--- config.mk ---
export PLATFORM = sky130hd
export DESIGN_NAME = apb_slave_if
export DESIGN_NICKNAME = d
export VERILOG_FILES = /design/src/rtl/apb_slave_if.sv
export SDC_FILE = /design/constraint.sdc
export NUM_CORES = 1
export LEC_CHECK = 0
export ABC_AREA = 0
export BUFFER_PORTS_ARGS = -buffer_cell sky130_fd_sc_hd__buf_2
export CORE_MARGIN = 3
export CORE_UTILIZATION = 45
export CTS_BUF_LIST = sky130_fd_sc_hd__clkbuf_4
export CTS_CLUSTER_DIAMETER = 200
export DETAILED_ROUTE_END_ITERATION = 12
export PLACE_DENSITY = 0.78
export SYNTH_ARGS = -nofsm -noshare
export SYNTH_HDL_FRONTEND = slang
export SYNTH_SLANG_ARGS = --single-unit
--- constraint.sdc ---
create_clock -name apb_clk_in -period 4.6 [get_ports apb_clk_in]
set_input_delay 0.46 -clock apb_clk_in [delete_from_list [all_inputs] [get_ports apb_clk_in]]
set_output_delay 0.46 -clock apb_clk_in [all_outputs]
set_load 0.02 [all_outputs]
--- src/rtl/apb_slave_if.sv ---
// APB completer interface. Decodes an APB transfer against an address window and
// forwards it to a backend over a sel/ready handshake. The APB response is
// registered. An error response is returned on a decode miss, a protection
// violation, a backend error, a backend timeout, or a bus change mid-transfer.
//
// Ports:
//   apb_clk_in, apb_rstn_in  clock, asynchronous active-low reset
//   apb_*_in                 APB requester signals (PADDR/PSEL/PENABLE/PWRITE/PWDATA/PSTRB/PPROT)
//   apb_*_out                APB response (PRDATA/PREADY/PSLVERR)
//   other_*_out              backend request: address offset, sel, direction, data, strobes, prot
//   other_*_in               backend response: read data, ready, error (valid with ready)
module apb_slave_if #(
    parameter int unsigned                 APB_DATA_WIDTH = 32,
    parameter int unsigned                 APB_ADDR_WIDTH = 32,
    parameter logic [APB_ADDR_WIDTH-1:0]   BASE_ADDR      = '0,
    parameter logic [APB_ADDR_WIDTH:0]     ADDR_RANGE     = 'h1000,
    parameter int unsigned                 TIMEOUT_CYCLE  = 6,
    parameter bit                          SECURE_ONLY    = 1'b0
) (
    input  logic                          apb_clk_in,
    input  logic                          apb_rstn_in,
    input  logic [APB_ADDR_WIDTH-1:0]     apb_addr_in,
    input  logic                          apb_psel_in,
    input  logic                          apb_penable_in,
    input  logic                          apb_write_in,
    input  logic [APB_DATA_WIDTH-1:0]     apb_wdata_in,
    input  logic [APB_DATA_WIDTH/8-1:0]   apb_strb_in,
    input  logic [2:0]                    apb_prot_in,
    output logic [APB_DATA_WIDTH-1:0]     apb_rdata_out,
    output logic                          apb_ready_out,
    output logic                          apb_slverr_out,
    output logic [APB_ADDR_WIDTH-1:0]     other_addr_out,
    output logic                          other_sel_out,
    output logic                          other_write_out,
    output logic [APB_DATA_WIDTH-1:0]     other_wdata_out,
    output logic [APB_DATA_WIDTH/8-1:0]   other_strb_out,
    output logic [2:0]                    other_prot_out,
    input  logic [APB_DATA_WIDTH-1:0]     other_rdata_in,
    input  logic                          other_ready_in,
    input  logic                          other_error_in
);

    localparam int unsigned StrbW = APB_DATA_WIDTH / 8;
    localparam int unsigned CntW  = $clog2(TIMEOUT_CYCLE + 1);
    // One extra bit so the window end never wraps.
    localparam logic [APB_ADDR_WIDTH:0] WinLo = {1'b0, BASE_ADDR};
    localparam logic [APB_ADDR_WIDTH:0] WinHi = WinLo + ADDR_RANGE;

    typedef enum logic [3:0] {
        StIdle = 4'b0001,
        StReq  = 4'b0010,
        StResp = 4'b0100,
        StErr  = 4'b1000
    } state_e;

    state_e                     state_q, state_d;
    logic [APB_ADDR_WIDTH-1:0]  addr_q, addr_d;    // offset from BASE_ADDR
    logic                       write_q, write_d;
    logic [APB_DATA_WIDTH-1:0]  wdata_q, wdata_d;  // raw PWDATA, masked on output for reads
    logic [StrbW-1:0]           strb_q, strb_d;
    logic [2:0]                 prot_q, prot_d;
    logic                       sel_q, sel_d;
    logic                       ready_q, ready_d;
    logic                       slverr_q, slverr_d;
    logic [APB_DATA_WIDTH-1:0]  rdata_q, rdata_d;
    logic [CntW-1:0]            cnt_q, cnt_d;

    logic [APB_ADDR_WIDTH:0]    addr_ext;
    logic [APB_ADDR_WIDTH-1:0]  addr_off;
    logic [CntW-1:0]            cnt_inc;
    logic                       hit;
    logic                       prot_bad;
    logic                       bus_changed;

    always_comb begin
        addr_ext    = {1'b0, apb_addr_in};
        addr_off    = apb_addr_in - BASE_ADDR;
        hit         = (addr_ext >= WinLo) && (addr_ext < WinHi);
        prot_bad    = SECURE_ONLY && apb_prot_in[1];
        cnt_inc     = cnt_q + CntW'(1);
        bus_changed = (addr_off != addr_q) || (apb_write_in != write_q) ||
                      (apb_prot_in != prot_q) || (apb_strb_in != strb_q) ||
                      (write_q && (apb_wdata_in != wdata_q));
    end

    always_comb begin
        state_d  = state_q;
        addr_d   = addr_q;
        write_d  = write_q;
        wdata_d  = wdata_q;
        strb_d   = strb_q;
        prot_d   = prot_q;
        cnt_d    = cnt_q;
        sel_d    = 1'b0;
        ready_d  = 1'b0;
        slverr_d = 1'b0;
        rdata_d  = '0;

        unique case (state_q)
            StIdle: begin
                if (apb_psel_in && !apb_penable_in) begin
                    addr_d  = addr_off;
                    write_d = apb_write_in;
                    wdata_d = apb_wdata_in;
                    strb_d  = apb_strb_in;
                    prot_d  = apb_prot_in;
                    if (!hit || prot_bad) begin
                        state_d  = StErr;
                        ready_d  = 1'b1;
                        slverr_d = 1'b1;
                    end else begin
                        state_d = StReq;
                        sel_d   = 1'b1;
                        cnt_d   = '0;
                    end
                end else if (apb_psel_in && apb_penable_in) begin
                    // Access phase with no setup phase seen.
                    state_d  = StErr;
                    ready_d  = 1'b1;
                    slverr_d = 1'b1;
                end
            end
            StReq: begin
                sel_d = 1'b1;
                if (!apb_psel_in) begin
                    // Requester abandoned the transfer: no response.
                    state_d = StIdle;
                    sel_d   = 1'b0;
                end else if (bus_changed) begin
                    state_d  = StErr;
                    sel_d    = 1'b0;
                    ready_d  = 1'b1;
                    slverr_d = 1'b1;
                end else if (other_ready_in) begin
                    state_d  = StResp;
                    sel_d    = 1'b0;
                    ready_d  = 1'b1;
                    slverr_d = other_error_in;
                    rdata_d  = write_q ? '0 : other_rdata_in;
                end else begin
                    cnt_d = cnt_inc;
                    if (cnt_inc == CntW'(TIMEOUT_CYCLE)) begin
                        state_d  = StErr;
                        sel_d    = 1'b0;
                        ready_d  = 1'b1;
                        slverr_d = 1'b1;
                    end
                end
            end
            StResp, StErr: begin
                state_d = StIdle;
            end
            default: begin
                state_d = StIdle;
            end
        endcase
    end

    always_ff @(posedge apb_clk_in or negedge apb_rstn_in) begin
        if (!apb_rstn_in) begin
            state_q  <= StIdle;
            addr_q   <= '0;
            write_q  <= 1'b0;
            wdata_q  <= '0;
            strb_q   <= '0;
            prot_q   <= '0;
            sel_q    <= 1'b0;
            ready_q  <= 1'b0;
            slverr_q <= 1'b0;
            rdata_q  <= '0;
            cnt_q    <= '0;
        end else begin
            state_q  <= state_d;
            addr_q   <= addr_d;
            write_q  <= write_d;
            wdata_q  <= wdata_d;
            strb_q   <= strb_d;
            prot_q   <= prot_d;
            sel_q    <= sel_d;
            ready_q  <= ready_d;
            slverr_q <= slverr_d;
            rdata_q  <= rdata_d;
            cnt_q    <= cnt_d;
        end
    end

    always_comb begin
        apb_rdata_out   = rdata_q;
        apb_ready_out   = ready_q;
        apb_slverr_out  = slverr_q;
        other_addr_out  = addr_q;
        other_sel_out   = sel_q;
        other_write_out = write_q;
        other_wdata_out = write_q ? wdata_q : '0;
        other_strb_out  = write_q ? strb_q : '0;
        other_prot_out  = prot_q;
    end

endmodule

==> results of run 1 <==
-- cells by family after synthesis --
group / after synthesis / synth area share (%)
buffers and inverters: 17 / 1.39
muxes: 75 / 15.8
adders and majority gates: 2 / 0.470
DFF: 114 / 53.6
AOI/OAI and AO/OA: 18 / 2.04
and+or+nand+nor: 123 / 14.7
xor gates and xnor gates: 73 / 12.0
-- critical path, stage by stage (launching register included) --
cell      delay (ps)
dfstp_2          570
nor4b_2          530
nand2b_4         650
o21ai_1          260
nand2_1          190
or4_1            490
o211ai_1         100
-- power by group --
group	internal [uW]	switching, uW	total [uW]
combinational	469	523	991
sequential	1180	155	1330
clock	435	391	826
total	2080	1070	3150
-- cell type report --
type,instances,area (sq um)
Clock inverter,14,189
Clock buffer,18,135
Tap cell,143,179
Fill cell,976,4640
Multi-Input combinational cell,291,2410
Sequential cell,114,2850
Inverter,2,7.51
Timing Repair Buffer,218,1100
-- flip-flops by register name, indices dropped and copies added (netlist names) --
| name | count |
|---|---|
| other_addr_out | 32 |
| strb_q | 4 |
| other_write_out | 1 |
| apb_ready_out | 1 |
| other_sel_out | 1 |
| state_q | 4 |
| apb_rdata_out | 32 |
| wdata_q | 32 |
| apb_slverr_out | 1 |
| other_prot_out | 3 |
| cnt_q | 3 |
-- routing by layer --
metal	part of all wire, %	global-route usage, %
met1	39	22.1
met2	51	32.4
met3	7.5	6.53
met4	2.0	7.59
met5	0	0
-- per-stage QoR --
step | instance area, sq um | hold slack [ps] | total power, uW | utilization (%) | cells
2_1_floorplan | 5330 | 164 | 1990 | - | 422
3_3_place_gp | 6540 | 524 | 2320 | 56.8 | 768
3_5_place_dp | 6540 | 533 | 2360 | 56.8 | 768
4_1_cts | 6870 | 81.9 | 3200 | 59.6 | 800
5_1_grt | 6870 | 76.6 | 3340 | 59.7 | 800
6_report | 6870 | 118 | 3150 | 59.7 | 800
-- worst max path at each step --
stage	to	slack [ps]
finish	cnt_q[0]	1750
global route	cnt_q[0]	1540
CTS	cnt_q[0]	1710
detailed placement	apb_rdata_out[6]	1610
global placement	apb_rdata_out[12]	1730
floorplan	cnt_q[0]	2650
-- cells in the final DEF (no fill, tap or decap), types with 2 or more instances in the layout --
cell,instances
buf_2,215
dfrtp_1,113
mux2_2,73
xnor2_1,72
and2_1,69
nand4_1,19
clkbuf_4,18
nor4_1,7
nand2_1,7
o21ai_0,6
nor2_1,4
bufinv_16,4
clkinv_2,4
a21oi_1,3
nand2b_1,3
clkinvlp_4,3
clkinv_4,3
buf_4,3
inv_1,2
a21boi_0,2
nor4_2,2
nand3_1,2
or2_2,2
o22ai_1,2
o211ai_1,2
nor3_1,2
mux2i_1,2
ha_1,2
==> results.json, run 1 <==
{
  "outcome": "complete, no violations",
  "cts-root-buf": "clkbuf_4",
  "cts-buffers-inserted": 17,
  "ys_warn_count": 0,
  "cts.clk_slew.worst_paths_ps": 110,
  "synth_edf_count": 0,
  "synth_area_sq_mm": 0.00533,
  "drt_iter0_markers": 187,
  "layout_setup_ws_ps": 1750,
  "worstSkewPairLatency_ps": 510,
  "setup_viol": 0,
  "post-place-ws_ps": 1610,
  "critical_path.endpoint_type": "flop",
  "synth-seq-cells": 114,
  "maxSlewHeadroom_pct": 32.3,
  "row_count": 39,
  "die_area_sq_mm": 0.0132,
  "cts_resized": 0,
  "max_freq_mhz": 350,
  "cts.sinks": 114,
  "fin_skew_ps": 15.5,
  "post-route-period-util_pct": 62.0,
  "core_area_sq_mm": 0.0115,
  "start_util_pct": 46.2,
  "synth_nets": 534,
  "grt_max_degree": 82,
  "drive_gt1_share_pct": 50.5,
  "cp-start-kind": "flop",
  "hold_buffers": 0,
  "cp.arrival_ps": 3290,
  "ff2ff_path_depth": 6,
  "drtAntennaViolNets": 0,
  "worstSetupStartpoint": "state_q[0]",
  "viasPerCell": 5.00,
  "drv_slew": 0,
  "grt_pass1_vias": 4108,
  "hp-class": "input port to async pin",
  "grt_usage_pct": 19.0,
  "routedWlPerCell_um": 15.4,
  "finalWirelength_um": 12300,
  "ir_drop_mv": 0.312,
  "cts_setup_buffers": 0,
  "tns_ps": 0,
  "clock_path_buffers": 2,
  "avgSynthCellArea_sq_um": 12.6,
  "r2r_slack_ps": 1750,
  "leakage_uw": 0.00333,
  "drc": 0,
  "diodes": 0,
  "fp.dieW_um": 115,
  "synth_ff_type": "dfrtp_1",
  "yosysTopAreaCellShare_pct": 53.1,
  "grt_overflow": 0,
  "io_pins": 217,
  "antenna_found_initial": 0,
  "critical_path.max_fanout": 75,
  "synthToLayoutAreaGrowth_pct": 29.1,
  "finalCriticalPeriod_ps": 2850,
  "cts_htree_levels": 4,
  "layout.nets": 756,
  "async_flop_share_pct": 100,
  "syn_inst": 422,
  "synth_top_area_cell": "dfrtp_1",
  "reg2reg_from": "state_q[0]",
  "synth.distinct_cells": 33,
  "rr_endpoint": "cnt_q[0]",
  "finalHoldViolCount": 0,
  "yosysMostFrequentCell": "dfrtp_1",
  "dieHeight_um": 115,
  "io_buffers": 216,
  "synthTopCellsByArea": "dfrtp_1, mux2_2, xnor2_1",
  "tritoncts": "done",
  "worstSetupPathType": "flop to flop",
  "vias": 4002,
  "place.gp.congestion": 0.832,
  "crit_required_ps": 5030,
  "drt-pass1-iter-count": 4,
  "p_per_area_mw_per_mm2": 458,
  "synth-seq-area-share_pct": 53.6,
  "max_cap_viol_count": 0,
  "dp_hpwl_um": 9210,
  "rsz0062_at_grt": "no",
  "grt_pass1_wl_um": 19600,
  "worstMarginPinSlew_ps": 1020,
  "synth_common_cells": "dfrtp_1, mux2_2, xnor2_1, and2_1, nand4_1"
}
No activity file was read; power rests on OpenSTA's default activity.
==> run 2: changes to the inputs <==
--- a/config.mk
+++ b/config.mk
@@ -5,14 +5,14 @@
 export SDC_FILE = /design/constraint.sdc
 export NUM_CORES = 1
 export LEC_CHECK = 0
-export ABC_AREA = 0
+export ABC_AREA = 1
 export BUFFER_PORTS_ARGS = -buffer_cell sky130_fd_sc_hd__buf_2
 export CORE_MARGIN = 3
 export CORE_UTILIZATION = 45
 export CTS_BUF_LIST = sky130_fd_sc_hd__clkbuf_4
 export CTS_CLUSTER_DIAMETER = 200
 export DETAILED_ROUTE_END_ITERATION = 12
-export PLACE_DENSITY = 0.78
+export PLACE_DENSITY = 0.77
 export SYNTH_ARGS = -nofsm -noshare
 export SYNTH_HDL_FRONTEND = slang
 export SYNTH_SLANG_ARGS = --single-unit
==> constraint.sdc (replaced) <==
create_clock -name apb_clk_in -period 2.7 [get_ports apb_clk_in]
set_input_delay 0.27 -clock apb_clk_in [delete_from_list [all_inputs] [get_ports apb_clk_in]]
set_output_delay 0.27 -clock apb_clk_in [all_outputs]
set_load 0.02 [all_outputs]
==> run 2 against run 1 <==
  * First-iteration DRC count increased by 7.5%
  * Largest power group is now combinational logic
  * Largest cell class unchanged
  * Sequential power increased by 110%
  * Critical endpoint is now apb_rdata_out[31]
  * Clock skew decreased by 2.1 ps
  * Sequential share of layout area decreased by 6.3 points
  * Power increased by 120%
  * Worst setup slack got worse by 1200 ps
==> results.json, run 2 <==
{
  "max_cap_viol_count": 0,
  "grt_usage_pct": 23.6,
  "yosysTopAreaCellShare_pct": 48.5,
  "synth-seq-area-share_pct": 48.9,
  "synthTopCellsByArea": "dfrtp_1, nand2_1, inv_1",
  "syn_inst": 723,
  "synth_area_sq_mm": 0.00583,
  "routedWlPerCell_um": 13.7,
  "diodes": 0,
  "async_flop_share_pct": 100,
  "max_freq_mhz": 462,
  "cp.arrival_ps": 2590,
  "leakage_uw": 0.00472,
  "place.gp.congestion": 0.799,
  "p_per_area_mw_per_mm2": 871,
  "hp-class": "input port to flop",
  "r2r_slack_ps": 540,
  "ys_warn_count": 0,
  "crit_required_ps": 3130,
  "tns_ps": 0,
  "cts.sinks": 114,
  "io_pins": 217,
  "drtAntennaViolNets": 0,
  "hold_buffers": 83,
  "antenna_found_initial": 1,
  "tritoncts": "done",
  "synth_top_area_cell": "dfrtp_1",
  "finalHoldViolCount": 0,
  "vias": 5492,
  "cts.clk_slew.worst_paths_ps": 90,
  "cts-root-buf": "clkbuf_4",
  "synthToLayoutAreaGrowth_pct": 38.9,
  "core_area_sq_mm": 0.0123,
  "utilization_pct": 65.8,
  "yosysMostFrequentCell": "nand2_1",
  "critical_path.endpoint_type": "flop",
  "drt-pass1-iter-count": 4,
  "worstSkewPairLatency_ps": 520,
  "dieHeight_um": 120,
  "whs_ps": 44.3,
  "grt_max_degree": 59,
  "die_area_sq_mm": 0.0144,
  "cp-start-kind": "flop",
  "cts_setup_buffers": 0,
  "synth-seq-cells": 114,
  "final_cell_mix": "nand2_1, buf_2, inv_1",
  "row_count": 40,
  "finalCriticalPeriod_ps": 2160,
  "grt_pass1_vias": 5421,
  "synth_edf_count": 0,
  "critical_path.max_fanout": 32,
  "grt_pass1_wl_um": 26700,
  "setup_viol": 0,
  "layout.nets": 1136,
  "avgSynthCellArea_sq_um": 8.06,
  "synth_nets": 835,
  "drt_iter0_markers": 201,
  "fin_skew_ps": 13.5,
  "final_common_cell": "nand2_1",
  "rsz0062_at_grt": "no",
  "synth.distinct_cells": 22,
  "ir_drop_mv": 0.446,
  "outcome": "complete, no violations",
  "clock_path_buffers": 2,
  "cts_htree_levels": 4,
  "viasPerCell": 4.58,
  "fp.dieW_um": 120,
  "synth_ff_type": "dfrtp_1",
  "dp_hpwl_um": 10900,
  "synth_common_cells": "nand2_1, inv_1, dfrtp_1, o21ai_0, nor2_1",
  "cts-buffers-inserted": 17,
  "drive_gt1_share_pct": 30.6,
  "io_buffers": 216,
  "cts_resized": 0,
  "post-route-period-util_pct": 80.1,
  "grt_overflow": 0,
  "finalWirelength_um": 16400,
  "drv_slew": 0,
  "drc": 0,
  "maxSlewHeadroom_pct": 44.6,
  "start_util_pct": 47.4,
  "worstSetupPathType": "flop to flop",
  "worstMarginPinSlew_ps": 829
}
[run 2: final timing paths]
path | startpoint | to | depth (start not counted)
hold reg to reg | cnt_q[2] | cnt_q[2] | 2
max in group asynchronous | apb_rstn_in | apb_rdata_out[23] | 3
setup reg to reg | wdata_q[18] | apb_rdata_out[31] | 13
min in group asynchronous | apb_rstn_in | wdata_q[0] | 2
setup / recovery | wdata_q[18] | apb_rdata_out[31] | 13
hold / removal | apb_wdata_in[8] | wdata_q[8] | 2
[run 2: metal layers]
metal	up-vias	track usage [%]	share of wire, %	wire length (um)
li1	2760	-	-	-
met1	2509	27.7	40	6620
met2	199	40.6	50	8180
met3	22	8.39	8.1	1340
met4	2	6.94	1.6	257
met5	-	0	0.12	20
[run 2: cells by family (layout without fill, tap and decap cells)]
| logic type | count (synthesis) | count (layout) | synth area share (%) |
|---|---|---|---|
| xor gates and xnor gates | 41 | 41 | 6.16 |
| muxes | 34 | 34 | 6.57 |
| AOI/OAI and AO/OA | 46 | 46 | 4.08 |
| DFF | 114 | 114 | 48.9 |
| and+or+nand+nor | 347 | 347 | 24.5 |
| buffers and inverters | 139 | 447 | 9.33 |
| adders and majority gates | 2 | 2 | 0.429 |
[run 2: per-stage QoR]
step                      area (sq um)  total power [uW]  std cells  worst slack (ps)
after floorplan                   5830              4960        723              1030
after global placement            7090              5930       1090               635
after detailed placement          7090              6020       1090               610
after CTS                         8100              7070       1199               570
after global routing              8100              7620       1199               329
final                             8100              7050       1199               537
[run 2: final cells by class]
cell class	instances	area, sq um
multi-input combinational	470	2440
timing repair buffer	304	1980
inverter	117	439
clock buffer	21	158
tap	168	210
clock inverter	5	18.8
fill	985	4220
sequential	114	2850
[run 2: power by group]
part           total, uW  leakage (uW)  switching [uW]  internal (uW)
combinational       3300       0.00316            1990           1320
sequential          2820       0.00145             540           2280
clock                933      0.000104             574            359
total               7050       0.00472            3100           3950
[run 2: worst max-delay path, cell delays in order (launching register included)]
cell and delay [ps]:
dfrtp_1 420, inv_1 70, nand2_1 60, nand2_1 70, nand2_1 50, nor2_1 90
nand2_1 60, nor2_1 190, nand2_1 90, nand2_1 140, nand3_1 130, nor2_2 150
inv_2 320, nor2_1 250
